===== config.mk =====
export PLATFORM = sky130hd
export DESIGN_NAME = volume_ctrl_flat
export DESIGN_NICKNAME = d
export VERILOG_FILES = /design/src/rtl/volume_ctrl_if.sv /design/src/rtl/volume_ctrl.sv /design/src/flat_wrapper.sv
export SDC_FILE = /design/constraint.sdc
export NUM_CORES = 1
export LEC_CHECK = 0
export ABC_AREA = 1
export CORE_ASPECT_RATIO = 1.5
export CORE_MARGIN = 3
export CORE_UTILIZATION = 45
export DETAILED_ROUTE_END_ITERATION = 10
export PLACE_DENSITY = 0.73
export SLEW_MARGIN = 20
export SYNTH_ARGS = -nofsm -noshare
export SYNTH_HDL_FRONTEND = slang
export SYNTH_SLANG_ARGS = --single-unit

===== constraint.sdc =====
create_clock -name clk_i -period 1.7 [get_ports clk_i]
set_input_delay 0.17 -clock clk_i [delete_from_list [all_inputs] [get_ports clk_i]]
set_output_delay 0.17 -clock clk_i [all_outputs]
set_load 0.05 [all_outputs]

===== src/rtl/volume_ctrl_if.sv =====
// Button inputs and step/display outputs shared between the volume front-end and its user.
// The master side drives the raw buttons; the slave side (volume_ctrl) drives the outputs.
interface volume_ctrl_if;
   logic       btn_loud_i;
   logic       btn_quiet_i;
   logic       up_o;
   logic       down_o;
   logic [2:0] atten_o;
   logic       busy_o;

   modport master (
      output btn_loud_i,
      output btn_quiet_i,
      input  up_o,
      input  down_o,
      input  atten_o,
      input  busy_o
   );

   modport slave (
      input  btn_loud_i,
      input  btn_quiet_i,
      output up_o,
      output down_o,
      output atten_o,
      output busy_o
   );
endinterface


===== src/rtl/volume_ctrl.sv =====
// Push-button front-end: sync, debounce, hold-to-repeat and arbitration into 1-cycle up/down steps.
// First step is registered DEBOUNCE_CYCLES+2 cycles after the raw edge; no backpressure, pulses are fire-and-forget.
module volume_ctrl #(
   parameter int DEBOUNCE_CYCLES = 1000,
   parameter int HOLD_CYCLES     = 500000,
   parameter int REPEAT_CYCLES   = 100000,
   parameter int CNT_W           = 20
) (
   input  logic         clk_i,
   input  logic         reset_i,
   volume_ctrl_if.slave bus
);

   typedef enum logic [1:0] {IDLE, DEBNC, HOLD, RPT} state_e;

   localparam logic [CNT_W-1:0] DEB_LAST  = CNT_W'(DEBOUNCE_CYCLES - 1);
   localparam logic [CNT_W-1:0] HOLD_LAST = CNT_W'(HOLD_CYCLES - 1);
   localparam logic [CNT_W-1:0] RPT_LAST  = CNT_W'(REPEAT_CYCLES - 1);

   state_e           state_q, state_d;
   logic [1:0]       loud_sync_q, loud_sync_d;
   logic [1:0]       quiet_sync_q, quiet_sync_d;
   logic             owner_q, owner_d;   // 1: quiet button owns the FSM
   logic [CNT_W-1:0] timer_q, timer_d;
   logic             up_q, up_d;
   logic             down_q, down_d;
   logic [2:0]       atten_q, atten_d;
   logic             busy_q, busy_d;

   logic             loud, quiet, own_btn, other_btn, step;
   logic [CNT_W-1:0] timer_inc;

   always_comb begin
      loud_sync_d  = {loud_sync_q[0], bus.btn_loud_i};
      quiet_sync_d = {quiet_sync_q[0], bus.btn_quiet_i};
      loud         = loud_sync_q[1];
      quiet        = quiet_sync_q[1];
      own_btn      = owner_q ? quiet : loud;
      other_btn    = owner_q ? loud : quiet;
      timer_inc    = timer_q + CNT_W'(1);

      state_d = state_q;
      owner_d = owner_q;
      timer_d = timer_q;
      step    = 1'b0;

      case (state_q)
         IDLE: begin
            if (loud ^ quiet) begin
               owner_d = quiet;
               timer_d = '0;
               state_d = DEBNC;
            end
         end
         DEBNC: begin
            if (!own_btn || other_btn) begin
               state_d = IDLE;
            end else if (timer_q == DEB_LAST) begin
               step    = 1'b1;
               timer_d = '0;
               state_d = HOLD;
            end else begin
               timer_d = timer_inc;
            end
         end
         HOLD: begin
            if (!own_btn) begin
               state_d = IDLE;
            end else if (timer_q == HOLD_LAST) begin
               step    = 1'b1;
               timer_d = '0;
               state_d = RPT;
            end else begin
               timer_d = timer_inc;
            end
         end
         RPT: begin
            if (!own_btn) begin
               state_d = IDLE;
            end else if (timer_q == RPT_LAST) begin
               step    = 1'b1;
               timer_d = '0;
            end else begin
               timer_d = timer_inc;
            end
         end
         default: state_d = IDLE;
      endcase

      // Steps at the attenuator limits are dropped so the mirror never diverges.
      up_d   = step & owner_q & (atten_q != 3'd7);
      down_d = step & ~owner_q & (atten_q != 3'd1);

      atten_d = atten_q;
      if (up_d) begin
         atten_d = atten_q + 3'd1;
      end else if (down_d) begin
         atten_d = atten_q - 3'd1;
      end

      busy_d = (state_d != IDLE);
   end

   always_ff @(posedge clk_i or posedge reset_i) begin
      if (reset_i) begin
         state_q      <= IDLE;
         loud_sync_q  <= 2'b00;
         quiet_sync_q <= 2'b00;
         owner_q      <= 1'b0;
         timer_q      <= '0;
         up_q         <= 1'b0;
         down_q       <= 1'b0;
         atten_q      <= 3'd3;
         busy_q       <= 1'b0;
      end else begin
         state_q      <= state_d;
         loud_sync_q  <= loud_sync_d;
         quiet_sync_q <= quiet_sync_d;
         owner_q      <= owner_d;
         timer_q      <= timer_d;
         up_q         <= up_d;
         down_q       <= down_d;
         atten_q      <= atten_d;
         busy_q       <= busy_d;
      end
   end

   assign bus.up_o    = up_q;
   assign bus.down_o  = down_q;
   assign bus.atten_o = atten_q;
   assign bus.busy_o  = busy_q;

endmodule


===== src/flat_wrapper.sv =====
// flat-port wrapper written by rule: the top's interface ports become plain ports
module volume_ctrl_flat 
#(
   parameter int DEBOUNCE_CYCLES = 1000,
   parameter int HOLD_CYCLES     = 500000,
   parameter int REPEAT_CYCLES   = 100000,
   parameter int CNT_W           = 20
)
  (clk_i, reset_i, bus_btn_loud_i, bus_btn_quiet_i, bus_up_o, bus_down_o, bus_atten_o, bus_busy_o);
  volume_ctrl_if bus_i ();
  input  logic clk_i;
  input  logic reset_i;
  input wire logic [$bits(bus_i.btn_loud_i)-1:0] bus_btn_loud_i;
  input wire logic [$bits(bus_i.btn_quiet_i)-1:0] bus_btn_quiet_i;
  output wire logic [$bits(bus_i.up_o)-1:0] bus_up_o;
  output wire logic [$bits(bus_i.down_o)-1:0] bus_down_o;
  output wire logic [$bits(bus_i.atten_o)-1:0] bus_atten_o;
  output wire logic [$bits(bus_i.busy_o)-1:0] bus_busy_o;
  assign bus_i.btn_loud_i = bus_btn_loud_i;
  assign bus_i.btn_quiet_i = bus_btn_quiet_i;
  assign bus_up_o = bus_i.up_o;
  assign bus_down_o = bus_i.down_o;
  assign bus_atten_o = bus_i.atten_o;
  assign bus_busy_o = bus_i.busy_o;
  volume_ctrl #(.DEBOUNCE_CYCLES(DEBOUNCE_CYCLES), .HOLD_CYCLES(HOLD_CYCLES), .REPEAT_CYCLES(REPEAT_CYCLES), .CNT_W(CNT_W)) u_core (.clk_i(clk_i), .reset_i(reset_i), .bus(bus_i));
endmodule

==> results of run 1 <==
## through the flow
step	cells	util, %	setup TNS, ns	instance area, µm²	worst slack, ns
finish	424	63.1	0	2910	0.0520
global placement	404	55.1	0	2540	0.0291
CTS	412	57.0	0	2630	0.00661
floorplan	307	-	0	2190	0.116
detailed placement	404	55.1	-0.0217	2540	-0.0111
global route	424	63.1	-0.151	2910	-0.0466
## repair_timing
item | CTS | global route
setup endpoints to repair | 7 | 24
gates resized for setup | 1 | 66
cloned | 0 | 2
pin swaps | 0 | 17
buffers inserted | 0 | 10
## worst paths after layout
check | depth (start not counted) | slack (ns) | to
setup / recovery | 7 | 0.05 | u_core.timer_q[5]$_DFFE_PP0P_
max in group asynchronous | 3 | 1.07 | u_core.bus.atten_o[0]$_DFFE_PP1P_
setup reg to reg | 7 | 0.05 | u_core.timer_q[5]$_DFFE_PP0P_
hold reg to reg | 0 | 0.35 | u_core.quiet_sync_q[1]$_DFF_PP0_
hold / removal | 3 | 0.28 | u_core.quiet_sync_q[1]$_DFF_PP0_
min in group clk_i | 1 | 0.31 | u_core.quiet_sync_q[0]$_DFF_PP0_
## registers in the layout, summed over array words and instances, names as in the netlist
register             flops
u_core.timer_q          20
u_core.bus.atten_o       3
u_core.loud_sync_q       2
u_core.quiet_sync_q      2
u_core.state_q           2
u_core.bus.busy_o        1
u_core.bus.down_o        1
u_core.bus.up_o          1
u_core.owner_q           1
## Yosys cell counts
cell type,count
nand3_1,26
nand2_1,69
o221ai_1,1
ha_1,5
o21ai_1,5
a21oi_1,8
inv_2,6
nor3_1,16
buf_2,3
o211a_1,1
nor2_4,1
nand2_4,3
nand4_1,9
inv_1,47
and3_1,1
nand3_2,3
o21bai_1,2
xor2_1,6
dfrtp_1,31
o211ai_1,2
nor2_2,5
nor3_2,1
nand2_2,7
o21ai_0,10
dfstp_2,2
o2111ai_1,1
clkbuf_2,1
nand3_4,2
buf_6,1
nor2_1,32
## layout by cell type (no fill, tap or decap), drive strengths merged
cell and count:
nand2 80, inv 53, buf 42, nor2 38, nand3 32, dfrtp 31, nor3 17, o21ai 15
nand4 9, a21oi 8, xor2 6, clkdlybuf4s50 6, clkbuf 5, ha 5, o211ai 2, o21bai 2
clkinv 2, dfstp 2, o221ai 1, and3 1, o2111ai 1, o211a 1, clkinvlp 1
## worst register-to-register path: stages (launching register included)
cell and delay (ns):
dfrtp_1 0.42, buf_4 0.18, nor3_1 0.23, nand3_2 0.14, nand2_4 0.12, buf_4 0.14, nand3_4 0.13, and3_4 0.19
## kinds of logic (layout without fill, tap and decap cells)
group	Yosys count	count (layout)	synth area share, %
xor gates and xnor gates	6	6	2.40
buffers and inverters	58	109	10.5
AOI/OAI and AO/OA	30	30	7.87
adders and majority gates	5	5	2.85
and+or+nand+nor	175	177	38.6
DFF	33	33	37.8
## layout make-up
| cell class | count | area share (%) |
|---|---|---|
| inverters | 53 | 6.92 |
| flip-flops and latches | 33 | 29.0 |
| well taps | 64 | 2.75 |
| clock inverters | 3 | 0.601 |
| multi-input cells | 218 | 45.4 |
| repair buffers | 48 | 13.0 |
| clock buffers | 5 | 2.36 |
## metal layers
| layer | wire, µm | vias up | global-route usage [%] |
|---|---|---|---|
| li1 | - | 1091 | - |
| met1 | 2300 | 1047 | 23.6 |
| met2 | 3210 | 73 | 37.2 |
| met3 | 274 | 18 | 3.09 |
| met4 | 235 | 0 | 11.4 |
| met5 | 0 | - | 0 |
## where the power goes
part	total, mW	internal (mW)	switching, mW
Sequential	0.844	0.815	0.0294
Combinational	0.312	0.111	0.201
Clock	0.584	0.282	0.302
Total	1.74	1.21	0.532
==> flow_summary.ini, run 1 <==
[global_routing]
grt_max_degree = 34
grt_use_total_pct = 20.9
antenna_found_initial = 0
grt_overflow = 0
grt_pass1_wl_um = 9600
first_global_vias = 2120

[worst_setup_path]
critPathLaunch = u_core.timer_q[11]$_DFFE_PP0P_
critPathTopFamily = simple AND/OR/NAND/NOR gates
crit_slowest_cell = dfrtp_1
reg2reg_from = u_core.timer_q[11]$_DFFE_PP0P_
crit_top_cell = buf_4
worstPathMaxFanout = 6
path_cells = buf_4 -> nor3_1 -> nand3_2 -> nand2_4 -> buf_4 -> nand3_4 -> and3_4
cp-start-kind = flip-flop
max_stage_delay_ns = 0.42
crit_arrival_ns = 1.83
cp-end-kind = flip-flop
crit_buf_inv = 2
crit_type = flip-flop to flip-flop
required_ns = 1.88

[pwr]
p_per_area_nw_per_um2 = 597
ir_drop_mv = 0.414
leakage_nw = 1.45
total_power_mw = 1.74

[timing]
max_clock_freq_mhz = 607
setup_viol = 0
period_minus_slack_ns = 1.65
slew_viol_final = 0
hold_slack_ns = 0.280
finClkSkew_ns = 0.00576
max_slew_margin_pct = 67.1
worst_pin_slew_ns = 0.492
grt_setup_unrepaired = true
hold_violations = 0
min_period_over_period_pct = 96.9

[synth]
syn-cell-area_um2 = 2190
syn-num-nets = 316
ys_top_cells_by_area = dfrtp_1, nand2_1, inv_1
synth_cells = 307
ys_types = 30
synth-seq-cells = 33
synth_top_cell_by_area = dfrtp_1
synth_top_area_share_pct = 35.4
yosysSeqAreaShare_pct = 37.8
yosysWarnings = 0
avgSynthCellArea_um2 = 7.14

[clock_tree]
cts-htree-levels = 2
cts.path.max_buffers = 2
insertion_delay_ns = 0.29
hold_buffers = 0
clkSinkCount = 33
cts_tree = yes
numCtsBuffers = 5
clk_pin_slew_worst_paths_ns = 0.07
root_buffer = clkbuf_8

[floorplanning]
die_height_um = 91.5
ios = 10
fp-row-count = 30
dieArea_um2 = 5770
die_w_um = 63.0
initial_core_util_pct = 47.5
design.core.area_um2 = 4620

[job]
maxCapViolCount = 0

[finish]
diodes = 0
multi_input_area_um2 = 1320
final-seq-area_um2 = 843
syn_to_final_growth_pct = 32.8
final_nets = 368
drive_gt1_share_pct = 35.6
fill_cells = 397

[drt]
route.detailed.drc = 0
postRouteWirelength_um = 6030
vias = 2229
first_pass_iters = 5
post_drt_wl_per_cell_um = 14.2
drt_iter0_drc = 101
viasPerCell = 5.26
final_antenna_net_count = 0

[placed_design]
gp_congestion = 0.924
dp_hpwl_um = 4380
portBuffers = 9

[min_path]
hp-class = input port to asynchronous set/reset pin

[status]
status = finished clean
(Power assumes the default switching activity.)
==> run 2: changes to the inputs <==
--- a/config.mk
+++ b/config.mk
@@ -6,11 +6,13 @@
 export NUM_CORES = 1
 export LEC_CHECK = 0
 export ABC_AREA = 1
+export CELL_PAD_IN_SITES_DETAIL_PLACEMENT = 0
+export CELL_PAD_IN_SITES_GLOBAL_PLACEMENT = 1
 export CORE_ASPECT_RATIO = 1.5
 export CORE_MARGIN = 3
-export CORE_UTILIZATION = 45
+export CORE_UTILIZATION = 44
 export DETAILED_ROUTE_END_ITERATION = 10
-export PLACE_DENSITY = 0.73
+export PLACE_DENSITY = 0.9
 export SLEW_MARGIN = 20
 export SYNTH_ARGS = -nofsm -noshare
 export SYNTH_HDL_FRONTEND = slang
==> constraint.sdc (replaced) <==
create_clock -name clk_i -period 1.6 [get_ports clk_i]
set_input_delay 0.16 -clock clk_i [delete_from_list [all_inputs] [get_ports clk_i]]
set_output_delay 0.16 -clock clk_i [all_outputs]
set_load 0.05 [all_outputs]
==> run 2 against run 1 <==
The flow now finishes with violations (negative setup slack). Sequential power rose by 6.3%. Combinational power rose by 38%. Register-to-register slack got worse by 0.11 ns. Largest cell class unchanged. Critical path type unchanged.
==> flow_summary.ini, run 2 (same netlist as run 1, synthesis figures left out) <==
[status]
status = finished, violations left
violations = negative setup slack

[pwr]
total_power_mw = 2.03
leakage_nw = 1.59
p_per_area_nw_per_um2 = 626
ir_drop_mv = 0.519

[worst_setup_path]
max_stage_delay_ns = 0.43
cp-start-kind = flip-flop
crit_arrival_ns = 1.84
crit_buf_inv = 2
critPathTopFamily = simple AND/OR/NAND/NOR gates
worstPathMaxFanout = 3
path_cells = nor2_2 -> nand2_1 -> o21ai_4 -> nand2_2 -> buf_6 -> inv_4 -> nand3_2 -> nand2_4 -> nand3_1 -> nand3_1 -> nand2_1
crit_slowest_cell = dfrtp_1
crit_type = flip-flop to flip-flop
cp-end-kind = flip-flop
required_ns = 1.78

[timing]
min_period_over_period_pct = 104
finClkSkew_ns = 0.00690
period_minus_slack_ns = 1.66
max_clock_freq_mhz = 602
hold_slack_ns = 0.292
setup_slack_ns = -0.0608
setup_viol = 11
worst_pin_slew_ns = 0.433
grt_setup_unrepaired = true
hold_violations = 0
slew_viol_final = 0
max_slew_margin_pct = 71.2

[clock_tree]
numCtsBuffers = 5
insertion_delay_ns = 0.29
root_buffer = clkbuf_8
cts-htree-levels = 2
cts_tree = yes
clkSinkCount = 33
hold_buffers = 0
clk_pin_slew_worst_paths_ns = 0.07
cts.path.max_buffers = 2

[finish]
syn_to_final_growth_pct = 47.6
final_area_um2 = 3240
largest_reg_flops = 20
final_nets = 386
top_register = u_core.timer_q
layout_commonest_cell = buf_4
mostFrequentLayoutCells = buf_4, nand2_1, inv_1
drive_gt1_share_pct = 46.6
diodes = 0

[floorplanning]
initial_core_util_pct = 47.1
die_w_um = 63.6
fp-row-count = 30
design.core.area_um2 = 4650
die_height_um = 92.5
dieArea_um2 = 5890
ios = 10

[job]
maxCapViolCount = 0

[global_routing]
first_global_vias = 2243
antenna_found_initial = 0
grt_use_total_pct = 22.3
grt_overflow = 0
grt_pass1_wl_um = 10300
grt_max_degree = 34

[placed_design]
placed_cell_area_um2 = 2720
post-place-ws_ns = -0.127
gp_congestion = 0.985
portBuffers = 9
dp_hpwl_um = 4510

[drt]
drt_iter0_drc = 66
viasPerCell = 5.14
postRouteWirelength_um = 6610
vias = 2273
post_drt_wl_per_cell_um = 14.9
first_pass_iters = 4
final_antenna_net_count = 0
route.detailed.drc = 0

[min_path]
hp-class = input port to asynchronous set/reset pin
==> run 2: changes by cell type in the layout (fill, tap and decap cells not counted), sizes merged <==
cell,before,now
clkdlybuf4s50,6,3
clkinv,2,1
buf,42,63
clkinvlp,1,0
clkbuf,5,7
==> run 2: timing repair <==
item,4_1_cts,5_1_grt
gates cloned,2,0
setup endpoints to repair,22,25
pin swaps,9,23
buffers inserted,4,5
resized for setup,32,71
==> run 2: final timing paths <==
kind                       slack, ns                             start  cells after the start                           endpoint
min in group clk_i              0.31                    bus_btn_loud_i                      1    u_core.loud_sync_q[0]$_DFF_PP0_
max reg2reg                    -0.06  u_core.quiet_sync_q[1]$_DFF_PP0_                     11  u_core.bus.atten_o[2]$_DFFE_PP0P_
max in group asynchronous       0.96                           reset_i                      3     u_core.timer_q[14]$_DFFE_PP0P_
min reg2reg                     0.36   u_core.loud_sync_q[0]$_DFF_PP0_                      0    u_core.loud_sync_q[1]$_DFF_PP0_
max                            -0.06  u_core.quiet_sync_q[1]$_DFF_PP0_                     11  u_core.bus.atten_o[2]$_DFFE_PP0P_
min                             0.29                           reset_i                      3   u_core.quiet_sync_q[0]$_DFF_PP0_
==> run 2: area by class of cell <==
class | count | area, µm²
Multi-Input combinational cell | 218 | 1440
Clock buffer | 7 | 96.3
Timing Repair Buffer | 66 | 564
Inverter | 53 | 206
Tap cell | 64 | 80.1
Clock inverter | 1 | 5.00
Fill cell | 389 | 1420
Sequential cell | 33 | 842
==> run 2: tightest hold or removal path, stage by stage <==
cell             delay, ns
clkdlybuf4s50_1       0.41
inv_1                 0.06
buf_4                 0.37
==> run 2: through the flow <==
step                instances  setup TNS, ns  utilization (%)
floorplan                 307              0                -
finish                    442         -0.264             69.5
global placement          423         -0.797             58.3
CTS                       437        -0.0215             64.0
global route              442          -2.30             69.5
detailed placement        423          -1.69             58.3
==> run 2: power breakdown <==
| group | internal (mW) | switching [mW] |
|---|---|---|
| Combinational | 0.175 | 0.254 |
| Clock | 0.389 | 0.312 |
| Sequential | 0.866 | 0.0309 |
==> run 2: layer usage <==
metal / GRT usage, % / part of all wire, % / vias up
li1: - / - / 1129
met1: 22.8 / 38 / 1070
met2: 41.1 / 56 / 58
met3: 4.13 / 2.9 / 16
met4: 13.7 / 3.1 / 0
met5: 0 / 0 / -
